--- src/rtl/cheshire_pkg.sv ---
// ---------------------------------------------------------------------------
// cheshire_pkg
//
// Shared definitions for the regbus peripheral path:
//   - address_rule_48_t / regbus_periph_addrmap : the periph address map that
//     the regbus watchdog decodes. An entry's position in the map is the demux
//     output index that entry selects.
//   - REGBUS_WD_ERR_DATA : default rdata returned on watchdog-generated errors.
//   - regbus_wd_err_e    : cause code stored in the watchdog error log.
//   - regbus_wd_state_e  : watchdog FSM states.
// ---------------------------------------------------------------------------
package cheshire_pkg;

  // One address window; a hit requires start_addr <= addr < end_addr.
  typedef struct packed {
    logic [47:0] start_addr;
    logic [47:0] end_addr;
  } address_rule_48_t;

  localparam int unsigned REGBUS_PERIPH_NUM_OUTPUTS = 6;

  // Rule 5 is the legacy low-peripheral window. It overlaps UART on purpose,
  // so UART has to stay at a lower index to win the decode.
  localparam address_rule_48_t [REGBUS_PERIPH_NUM_OUTPUTS-1:0] regbus_periph_addrmap = '{
    0: '{start_addr: 48'h0000_0300_0000, end_addr: 48'h0000_0300_1000},  // SoC regs
    1: '{start_addr: 48'h0000_0200_0000, end_addr: 48'h0000_0200_1000},  // UART
    2: '{start_addr: 48'h0000_0300_3000, end_addr: 48'h0000_0300_4000},  // I2C
    3: '{start_addr: 48'h0000_0300_4000, end_addr: 48'h0000_0300_5000},  // SPI host
    4: '{start_addr: 48'h0000_0300_5000, end_addr: 48'h0000_0300_6000},  // GPIO
    5: '{start_addr: 48'h0000_0200_0000, end_addr: 48'h0000_0208_0000}   // legacy window
  };

  localparam logic [31:0] REGBUS_WD_ERR_DATA = 32'hBADC_AB1E;

  typedef enum logic {
    REGBUS_WD_ERR_DECODE  = 1'b0,
    REGBUS_WD_ERR_TIMEOUT = 1'b1
  } regbus_wd_err_e;

  typedef enum logic [1:0] {
    REGBUS_WD_IDLE,
    REGBUS_WD_FWD,
    REGBUS_WD_RESP
  } regbus_wd_state_e;

endpackage

--- src/rtl/cheshire_regbus_addr_decode.sv ---
// ---------------------------------------------------------------------------
// cheshire_regbus_addr_decode
//
// Purely combinational address matcher. A rule hits when
// start_addr <= addr < end_addr; when several rules hit, the lowest index wins.
//
// Ports:
//   addr  in  48        address to decode
//   rules in  NumRules  address rule table
//   hit   out 1         at least one rule matched
//   idx   out IdxW      index of the winning rule (0 on a miss)
// ---------------------------------------------------------------------------
module cheshire_regbus_addr_decode
  import cheshire_pkg::*;
#(
  parameter  int unsigned NumRules = REGBUS_PERIPH_NUM_OUTPUTS,
  localparam int unsigned IdxW     = (NumRules > 1) ? $clog2(NumRules) : 1
) (
  input  logic [47:0]                     addr,
  input  address_rule_48_t [NumRules-1:0] rules,
  output logic                            hit,
  output logic [IdxW-1:0]                 idx
);

  // Scan from the top down so a lower-index match overwrites a higher one.
  always_comb begin
    hit = 1'b0;
    idx = '0;
    for (int i = int'(NumRules) - 1; i >= 0; i--) begin
      if ((addr >= rules[i].start_addr) && (addr < rules[i].end_addr)) begin
        hit = 1'b1;
        idx = IdxW'(i);
      end
    end
  end

endmodule

--- src/rtl/cheshire_regbus_watchdog.sv ---
// ---------------------------------------------------------------------------
// cheshire_regbus_watchdog
//
// Guard stage between the AXI-to-regbus converter and the periph regbus demux.
// A request is latched in IDLE and decoded against the periph address map.
// Mapped requests are forwarded with a demux select; unmapped ones, and
// slaves that keep valid unanswered for TimeoutCycles cycles, get an error
// response (rdata = ErrData) so a bad access can never hang the core.
// All outputs come from registers: there is no combinational path between
// the upstream and downstream sides.
//
// Optional feature: define CHESHIRE_REGBUS_WD_LOG_EN to enable the sticky
// error log (err_valid_o / err_cause_o / err_addr_o, cleared by err_clear_i).
// Without it the log outputs are tied to 0 and err_clear_i is ignored.
//
// Ports:
//   clk_i, rst_i                   clock, synchronous active-high reset
//   slv_valid_i/slv_write_i        upstream request
//   slv_addr_i/wdata_i/wstrb_i     upstream payload (48/32/4)
//   slv_ready_o/error_o/rdata_o    upstream single-cycle response
//   mst_valid_o/write_o            downstream request
//   mst_addr_o/wdata_o/wstrb_o     downstream payload (latched copy)
//   mst_sel_o                      demux output index
//   mst_ready_i/error_i/rdata_i    downstream response
//   timeout_o, decerr_o            one-cycle event pulses
//   err_clear_i                    clears the error log
//   err_valid_o/cause_o/addr_o     error log contents
// ---------------------------------------------------------------------------
module cheshire_regbus_watchdog
  import cheshire_pkg::*;
#(
  parameter  int unsigned TimeoutCycles = 1024,
  parameter  logic [31:0] ErrData       = REGBUS_WD_ERR_DATA,
  parameter  int unsigned NumRules      = REGBUS_PERIPH_NUM_OUTPUTS,
  localparam int unsigned SelW          = (NumRules > 1) ? $clog2(NumRules) : 1,
  localparam int unsigned CntW          = $clog2(TimeoutCycles + 1)
) (
  input  logic            clk_i,
  input  logic            rst_i,
  input  logic            slv_valid_i,
  input  logic            slv_write_i,
  input  logic [47:0]     slv_addr_i,
  input  logic [31:0]     slv_wdata_i,
  input  logic [3:0]      slv_wstrb_i,
  output logic            slv_ready_o,
  output logic            slv_error_o,
  output logic [31:0]     slv_rdata_o,
  output logic            mst_valid_o,
  output logic            mst_write_o,
  output logic [47:0]     mst_addr_o,
  output logic [31:0]     mst_wdata_o,
  output logic [3:0]      mst_wstrb_o,
  output logic [SelW-1:0] mst_sel_o,
  input  logic            mst_ready_i,
  input  logic            mst_error_i,
  input  logic [31:0]     mst_rdata_i,
  output logic            timeout_o,
  output logic            decerr_o,
  input  logic            err_clear_i,
  output logic            err_valid_o,
  output logic            err_cause_o,
  output logic [47:0]     err_addr_o
);

  localparam logic [CntW-1:0] CntLimit = CntW'(TimeoutCycles - 1);
  localparam logic [CntW-1:0] CntSat   = CntW'(TimeoutCycles);

  regbus_wd_state_e state_q, state_d;
  logic [CntW-1:0]  cnt_q, cnt_d;

  logic [47:0]      addr_q;
  logic             write_q;
  logic [31:0]      wdata_q;
  logic [3:0]       wstrb_q;
  logic [SelW-1:0]  sel_q;
  logic             latch_en;

  logic             resp_err_q, resp_err_d;
  logic [31:0]      resp_rdata_q, resp_rdata_d;
  logic             timeout_q, timeout_d;
  logic             decerr_q, decerr_d;

  logic             dec_hit;
  logic [SelW-1:0]  dec_idx;
  address_rule_48_t [NumRules-1:0] rules;

  for (genvar g = 0; g < NumRules; g++) begin : gen_rules
    assign rules[g] = regbus_periph_addrmap[g];
  end

  cheshire_regbus_addr_decode #(
    .NumRules (NumRules)
  ) i_addr_decode (
    .addr  (slv_addr_i),
    .rules (rules),
    .hit   (dec_hit),
    .idx   (dec_idx)
  );

  // Next-state logic. The counter only matters in FWD; it is cleared on entry
  // and saturates instead of wrapping. A ready in the limit cycle takes
  // priority over the timeout.
  always_comb begin
    state_d      = state_q;
    cnt_d        = cnt_q;
    resp_err_d   = resp_err_q;
    resp_rdata_d = resp_rdata_q;
    timeout_d    = 1'b0;
    decerr_d     = 1'b0;
    latch_en     = 1'b0;
    unique case (state_q)
      REGBUS_WD_IDLE: begin
        if (slv_valid_i) begin
          latch_en = 1'b1;
          if (dec_hit) begin
            state_d = REGBUS_WD_FWD;
            cnt_d   = '0;
          end else begin
            state_d      = REGBUS_WD_RESP;
            resp_err_d   = 1'b1;
            resp_rdata_d = ErrData;
            decerr_d     = 1'b1;
          end
        end
      end
      REGBUS_WD_FWD: begin
        if (cnt_q != CntSat) begin
          cnt_d = cnt_q + 1'b1;
        end
        if (mst_ready_i) begin
          state_d      = REGBUS_WD_RESP;
          resp_err_d   = mst_error_i;
          resp_rdata_d = mst_rdata_i;
        end else if (cnt_q == CntLimit) begin
          state_d      = REGBUS_WD_RESP;
          resp_err_d   = 1'b1;
          resp_rdata_d = ErrData;
          timeout_d    = 1'b1;
        end
      end
      REGBUS_WD_RESP: begin
        state_d = REGBUS_WD_IDLE;
      end
      default: begin
        state_d = REGBUS_WD_IDLE;
      end
    endcase
  end

  always_ff @(posedge clk_i) begin
    if (rst_i) begin
      state_q      <= REGBUS_WD_IDLE;
      cnt_q        <= '0;
      resp_err_q   <= 1'b0;
      resp_rdata_q <= '0;
      timeout_q    <= 1'b0;
      decerr_q     <= 1'b0;
    end else begin
      state_q      <= state_d;
      cnt_q        <= cnt_d;
      resp_err_q   <= resp_err_d;
      resp_rdata_q <= resp_rdata_d;
      timeout_q    <= timeout_d;
      decerr_q     <= decerr_d;
    end
  end

  // Request payload is captured once in IDLE; upstream changes afterwards are
  // ignored for the rest of the transaction.
  always_ff @(posedge clk_i) begin
    if (rst_i) begin
      addr_q  <= '0;
      write_q <= 1'b0;
      wdata_q <= '0;
      wstrb_q <= '0;
      sel_q   <= '0;
    end else if (latch_en) begin
      addr_q  <= slv_addr_i;
      write_q <= slv_write_i;
      wdata_q <= slv_wdata_i;
      wstrb_q <= slv_wstrb_i;
      sel_q   <= dec_idx;
    end
  end

  assign mst_valid_o = (state_q == REGBUS_WD_FWD);
  assign mst_write_o = write_q;
  assign mst_addr_o  = addr_q;
  assign mst_wdata_o = wdata_q;
  assign mst_wstrb_o = wstrb_q;
  assign mst_sel_o   = sel_q;

  assign slv_ready_o = (state_q == REGBUS_WD_RESP);
  assign slv_error_o = slv_ready_o & resp_err_q;
  assign slv_rdata_o = slv_ready_o ? resp_rdata_q : '0;

  assign timeout_o = timeout_q;
  assign decerr_o  = decerr_q;

`ifdef CHESHIRE_REGBUS_WD_LOG_EN
  regbus_wd_err_e err_cause_q;
  logic           err_valid_q;
  logic [47:0]    err_addr_q;

  // Sticky first-error log. A clear and a new error in the same cycle leave
  // the new error logged, so no event is lost across a clear.
  always_ff @(posedge clk_i) begin
    if (rst_i) begin
      err_valid_q <= 1'b0;
      err_cause_q <= REGBUS_WD_ERR_DECODE;
      err_addr_q  <= '0;
    end else begin
      if (err_clear_i) begin
        err_valid_q <= 1'b0;
        err_cause_q <= REGBUS_WD_ERR_DECODE;
        err_addr_q  <= '0;
      end
      if ((decerr_d || timeout_d) && (!err_valid_q || err_clear_i)) begin
        err_valid_q <= 1'b1;
        err_cause_q <= timeout_d ? REGBUS_WD_ERR_TIMEOUT : REGBUS_WD_ERR_DECODE;
        err_addr_q  <= decerr_d ? slv_addr_i : addr_q;
      end
    end
  end

  assign err_valid_o = err_valid_q;
  assign err_cause_o = err_cause_q;
  assign err_addr_o  = err_addr_q;
`else
  logic unused_err_clear;
  assign unused_err_clear = err_clear_i;

  assign err_valid_o = 1'b0;
  assign err_cause_o = 1'b0;
  assign err_addr_o  = '0;
`endif

endmodule
--- config.mk ---
export PLATFORM = sky130hd
export DESIGN_NAME = cheshire_regbus_watchdog
export DESIGN_NICKNAME = d
export VERILOG_FILES = /design/src/rtl/cheshire_pkg.sv /design/src/rtl/cheshire_regbus_addr_decode.sv /design/src/rtl/cheshire_regbus_watchdog.sv
export SDC_FILE = /design/constraint.sdc
export NUM_CORES = 1
export LEC_CHECK = 0
export CAP_MARGIN = 30
export CORE_ASPECT_RATIO = 1.1
export CORE_MARGIN = 10
export CORE_UTILIZATION = 35
export CTS_BUF_LIST = sky130_fd_sc_hd__clkbuf_4
export DETAILED_ROUTE_END_ITERATION = 10
export PLACE_DENSITY_LB_ADDON = 0.15
export SLEW_MARGIN = 20
export SYNTH_ARGS = -nofsm -noshare
export SYNTH_HDL_FRONTEND = slang
export SYNTH_HIERARCHICAL = 1
export SYNTH_SLANG_ARGS = --single-unit
--- constraint.sdc ---
create_clock -name clk_i -period 8.98 [get_ports clk_i]
set_input_delay 1.347 -clock clk_i [delete_from_list [all_inputs] [get_ports clk_i]]
set_output_delay 1.347 -clock clk_i [all_outputs]
set_load 0.005 [all_outputs]
* Word-level counts from Yosys, hierarchy flattened
Cells that the tools add are included.
Widths: inputs -> output; s select.
** Word-level totals
- Register bits after elaboration :: 136
- Input bits :: 123
- Word-level logic and storage cells :: 85
** Operators by class
- $add $sub $neg :: 1
- Order comparisons :: 11
- Equal/unequal tests :: 9
- Multiplexer cells :: 36
- Bitwise operators :: 4
- Reduce and logical (&&, ||, !) cells :: 13
** Operator list (number)
- $lt 48x26->1 const B :: 6
- $ge 48x26->1 const B :: 5
- $mux 32 :: 5
- $pmux 32 s2 :: 1
- $mux 11 :: 3
- $pmux 11 s2 :: 1
- $mux 3 :: 6
- $mux 1 :: 14
- $add 11x1->11 const B :: 1
- $eq 11x10->1 const B :: 1
- $ne 11x11->1 const B :: 1
- $mux 2 :: 4
- $reduce_and 4->1 :: 2
- $logic_and 1x1->1 :: 6
- $ne 2x2->1 const B :: 3
- $reduce_or 3->1 :: 2
- $pmux 2 s2 :: 1
- $ne 3x1->1 const B :: 1
- $not 1->1 :: 3
- $eq 2x1->1 const B :: 1
- $eq 2x2->1 const B :: 1
- $logic_not 2->1 :: 1
- $ne 2x1->1 const B :: 1
- $pmux 1 s2 :: 1
- other kinds (3) :: 3

* Logic depth before layout (Yosys ltp)
- Depth in word-level cells :: 11
- Depth in mapped cells :: 15

* Hierarchy
The synthesis kept the hierarchy.
** By module, submodules not included
- cheshire_regbus_addr_decode :: instances 1, cells an instance 2004, area each 14236.2 um^2, seq. area each 0.0 um^2
- cheshire_regbus_watchdog :: instances 1, cells an instance 716, area each 5834.3 um^2, seq. area each 2722.6 um^2

* Worst setup path before layout
No wires, ideal clock.
- Path kind :: input port to flip-flop
- Start :: in slv_addr_i[9]
- End :: reg resp_err_q
- Setup time :: 0.079 ns
- Data arrival time :: 4.201 ns
- Path slack :: 4.700 ns
- Stages on the path :: 13
- Buffers on the path :: 1
- Cells stage by stage :: ha_1 -> a21o_1 -> a221o_1 -> a2111oi_2 -> nand2_1 -> o21a_1 -> o211a_1 -> or4_1 -> inv_1 -> a21oi_1 -> a211o_1 -> buf_6 -> a211oi_2
** On the way
- Longest elaborated chain between the ends :: 10
** RTL lines
- from (decl) :: RTL line cheshire_regbus_watchdog.sv:42 : input logic [47:0] slv_addr_i,
- $ge 48x26->1 or $lt 48x26->1 (tied branches) :: RTL line cheshire_regbus_addr_decode.sv:30 : if ((addr >= rules[i].start_addr) && (addr < rules[i].end_addr)) begin
- $logic_and 1x1->1 :: RTL line cheshire_regbus_addr_decode.sv:30
- $mux 1 (5 in series) :: RTL line cheshire_regbus_addr_decode.sv:30
- $mux 1 (*) :: RTL line cheshire_regbus_addr_decode.sv:30
- net dec_hit :: RTL line cheshire_regbus_watchdog.sv:83 : logic dec_hit;
- $ne 2x2->1 (no line) (*)
- $reduce_and 4->1 (no line) (*)
- to (signal assigned) :: RTL line cheshire_regbus_watchdog.sv:161 : resp_err_q <= resp_err_d;
- to (decl) :: RTL line cheshire_regbus_watchdog.sv:78 : logic resp_err_q, resp_err_d;
The timed path passes the listed nets; every way through them passes the cells marked *.
A chain may end at the register's enable or synchronous reset.

* Final worst setup path
- Start :: in slv_addr_i[27]
- End :: reg resp_rdata_q[25]
** On the way
- Longest elaborated chain between the ends :: 10
** RTL lines
- $ge 48x26->1 or $lt 48x26->1 (tied branches) :: RTL line cheshire_regbus_addr_decode.sv:30
- $logic_and 1x1->1 :: RTL line cheshire_regbus_addr_decode.sv:30
- $mux 1 (5 in series) :: RTL line cheshire_regbus_addr_decode.sv:30
- $mux 1 (*) :: RTL line cheshire_regbus_addr_decode.sv:30
- net dec_hit :: RTL line cheshire_regbus_watchdog.sv:83
- $ne 2x2->1 (no line) (*)
- $reduce_and 4->1 (no line) (*)
- to (signal assigned) :: RTL line cheshire_regbus_watchdog.sv:162 : resp_rdata_q <= resp_rdata_d;
- to (decl) :: RTL line cheshire_regbus_watchdog.sv:79 : logic [31:0] resp_rdata_q, resp_rdata_d;
Marked as above.

==> reports/summary.txt <==
# rows: 92
Via density: 4.339
switch share: 40.23%
maximum clock frequency: 167.1 MHz
netlist area before placement: 0.02007 sq mm
DP Area: 0.02550 sq mm
Port Buffers: 246
Psw: 0.0008945 W
final hold vios: 0
post-synthesis sequential area ratio: 13.57%
Detail Placement HPWL: 45.87 mm
GPL Wtd Cong: 0.8156
Fin Hold WS: 0.4601 ns
internal power: 0.001329 W
Hold Crit Class: reg2reg
Remaining DRCs: 0
ys flop type: dfxtp_1
Reg power frac: 31.9%
Initial DRT Pass Iterations: 6
status: finished clean
combinational share of power: 47.7%
Post-synth EDFFs: 0
antenna violations before repair: 3
maximum clock path buffer count: 2
Crit path required time: 9.46 ns
GRT Residual Overflow: 0
pre-CTS WS: 2.284 ns
WP data arrival: 6.47 ns
TritonCTS buffer count: 17
area delta synth->final: 28.61%
top-count cell post-synth: inv_1
core area: 0.05709 sq mm
Root Driver: clkbuf_4
vias in the first global route: 17030
clock network power share: 20.4%
fin area: 0.02581 sq mm
# hold bufs at CTS: 0
Pleak: 11.88 nW
Cell variety after synth: 83
share of layout cells above drive strength 1: 2.922%
Crit. End Element: flip-flop
H-tree depth: 4
TritonCTS clock tree: done
GRT met3 Usage: 1.415%
Slew Limit Fails: 0
worst relative slew slack: 35.52%
Tcrit/Tclk final: 66.63%
# Post-CTS Setup Buffers: 0
crit path kind: in2reg
Initial Util: 35.15%
Post-Route Setup TNS: 0 ns
drt wl/cell: 13.44 um
Worst-Skew Late Latency: 0.59 ns
post-route worst setup slack: 2.996 ns
Die W: 248.3 um
first-pass GRT wire length: 92.30 mm
top cells by area, synth: ha_1, dfxtp_1, inv_1, a21oi_1, nand2_1
VDD IR max: 0.1086 mV
Post-Synthesis Cells: 2720
Tmin final: 5.984 ns
antenna viol nets, final: 0
# resized after CTS: 0
die area: 0.06733 sq mm
largest net degree at the start of global routing: 63
via count: 18720
synth cell count leaders: inv_1, ha_1, nand2_1, a21oi_1, dfxtp_1
final core occ: 45.21%
I/O Pins: 298
share of the synthesized area in the top cell type: 35.66%
M2 GR Usage: 29.91%
Final Setup Violations: 0
async set-reset flop share out of synthesis: 0%
flop2flop setup slack: 6.68 ns
Yosys reg bits: 136
GR peak layer: met2
Clock Sinks: 136
Syn. warnings: 6
Initial DRC Count: 722
worst slew pin tran: 0.9642 ns
nets@finish: 4241
largest area contributor in the netlist: ha_1
Worst Path Max Fanout: 13
Post-Route WL: 58.00 mm
Worst setup SP type: input port
GRT Overall Usage: 17.22%
met1 usage: 23.00%
Die H: 271.2 um
clk slew on worst S/H paths: 0.13 ns
Avg Cell Area, Syn: 7.379 sq um
PD cells: 86.14 mW/mm^2
worst clock skew: 0.05005 ns
max-capacitance violation count: 0
RSZ-0062 raised after global routing: no
==> registers in the layout (all words and copies together), names as in the netlist, 2 cells and up <==
register / flops
mst_addr_o: 48
mst_wdata_o: 32
resp_rdata_q: 32
cnt_q: 11
mst_wstrb_o: 4
mst_sel_o: 3
state_q: 2
==> cells by family (layout without fill, tap and decap cells) <==
logic type	after synthesis	count (layout)	synth area share [%]
buffers and inverters	693	908	14.16
and+or+nand+nor	701	701	17.32
adders and majority gates	572	572	35.66
DFF	136	136	13.57
AOI/OAI and AO/OA	615	615	19.21
xor gates and xnor gates	1	1	0.04365
other	2	629	0.03742
==> power by group through the flow <==
stage / logic (W) / registers, W / clock network, W
after floorplan: 0.000674 / 0.000719 / 0
after global placement: 0.00105 / 0.000722 / 0
after detailed placement: 0.00106 / 0.000723 / 0
after CTS: 0.00107 / 0.000710 / 0.000476
after global routing: 0.00124 / 0.000719 / 0.000497
final: 0.00106 / 0.000709 / 0.000454
==> metal layers <==
metal	part of all wire [%]	wire length (um)
met5	0	0
met4	0.89	517
met3	2.7	1586
met2	48	28120
met1	48	27770
==> final timing paths <==
| check | depth (start not counted) | startpoint | end |
|---|---|---|---|
| worst max-delay path | 14 | slv_addr_i[27] | resp_rdata_q[25] |
| worst min-delay path | 2 | mst_addr_o[6] | mst_addr_o[6] |
| worst max register to register | 5 | state_q[0] | mst_wdata_o[16] |
| worst min register to register | 2 | mst_addr_o[6] | mst_addr_o[6] |
==> cells in the final DEF (no fill, tap or decap), types with 4 or more instances in the layout <==
cell type          n
nand4_1           87
nor2b_1           13
a211oi_2          20
a221oi_1          13
or3_1              6
nand2_1          300
nand2b_1          23
and2_1            34
a221o_1            9
o21a_1            12
buf_4             31
o21ai_1           11
a41oi_1            4
inv_6              4
a211o_1            4
ha_1             572
nand3b_1          14
nor3_1            25
a21o_1            68
inv_1            598
o31ai_1            6
nand3_1           52
clkbuf_4          17
clkdlybuf4s50_1  245
a211oi_1          21
dfxtp_1          136
nor4_1            15
o21ai_0           84
a21oi_1          289
o211ai_1          11
a2111oi_0          9
nor2_1            80
nor4b_1            4
a311oi_1           6
conb_1           626
and4_1            15
a31oi_1           14
==> worst max-delay path, cell delays in order <==
cell and delay, ns:
clkdlybuf4s50_1 1.02, ha_1 0.37, a21oi_1 0.13, o21ai_0 0.09
a221oi_1 0.49, o21ai_0 0.20, o311ai_0 0.77, a211oi_1 0.23
or4_1 0.61, inv_1 0.10, a21oi_1 0.09, a211o_1 0.51
buf_16 0.26, a211oi_2 0.23
==> metrics by stage <==
stage	total power (W)	instances
4_1_cts	0.002253	4310
5_1_grt	0.002453	4314
3_3_place_gp	0.001772	4276
3_5_place_dp	0.001786	4278
6_report	0.002224	4314
2_1_floorplan	0.001393	3344
==> final cells by class <==
class | instances | area, sq um
fill | 6016 | 31280
multi-input combinational | 2515 | 16860
timing repair buffer | 278 | 2740
sequential | 136 | 2723
inverter | 598 | 2245
tap | 752 | 940.9
clock inverter | 15 | 172.7
clock buffer | 17 | 127.6
antenna | 3 | 7.507
Power figures use the tool's default switching activity.
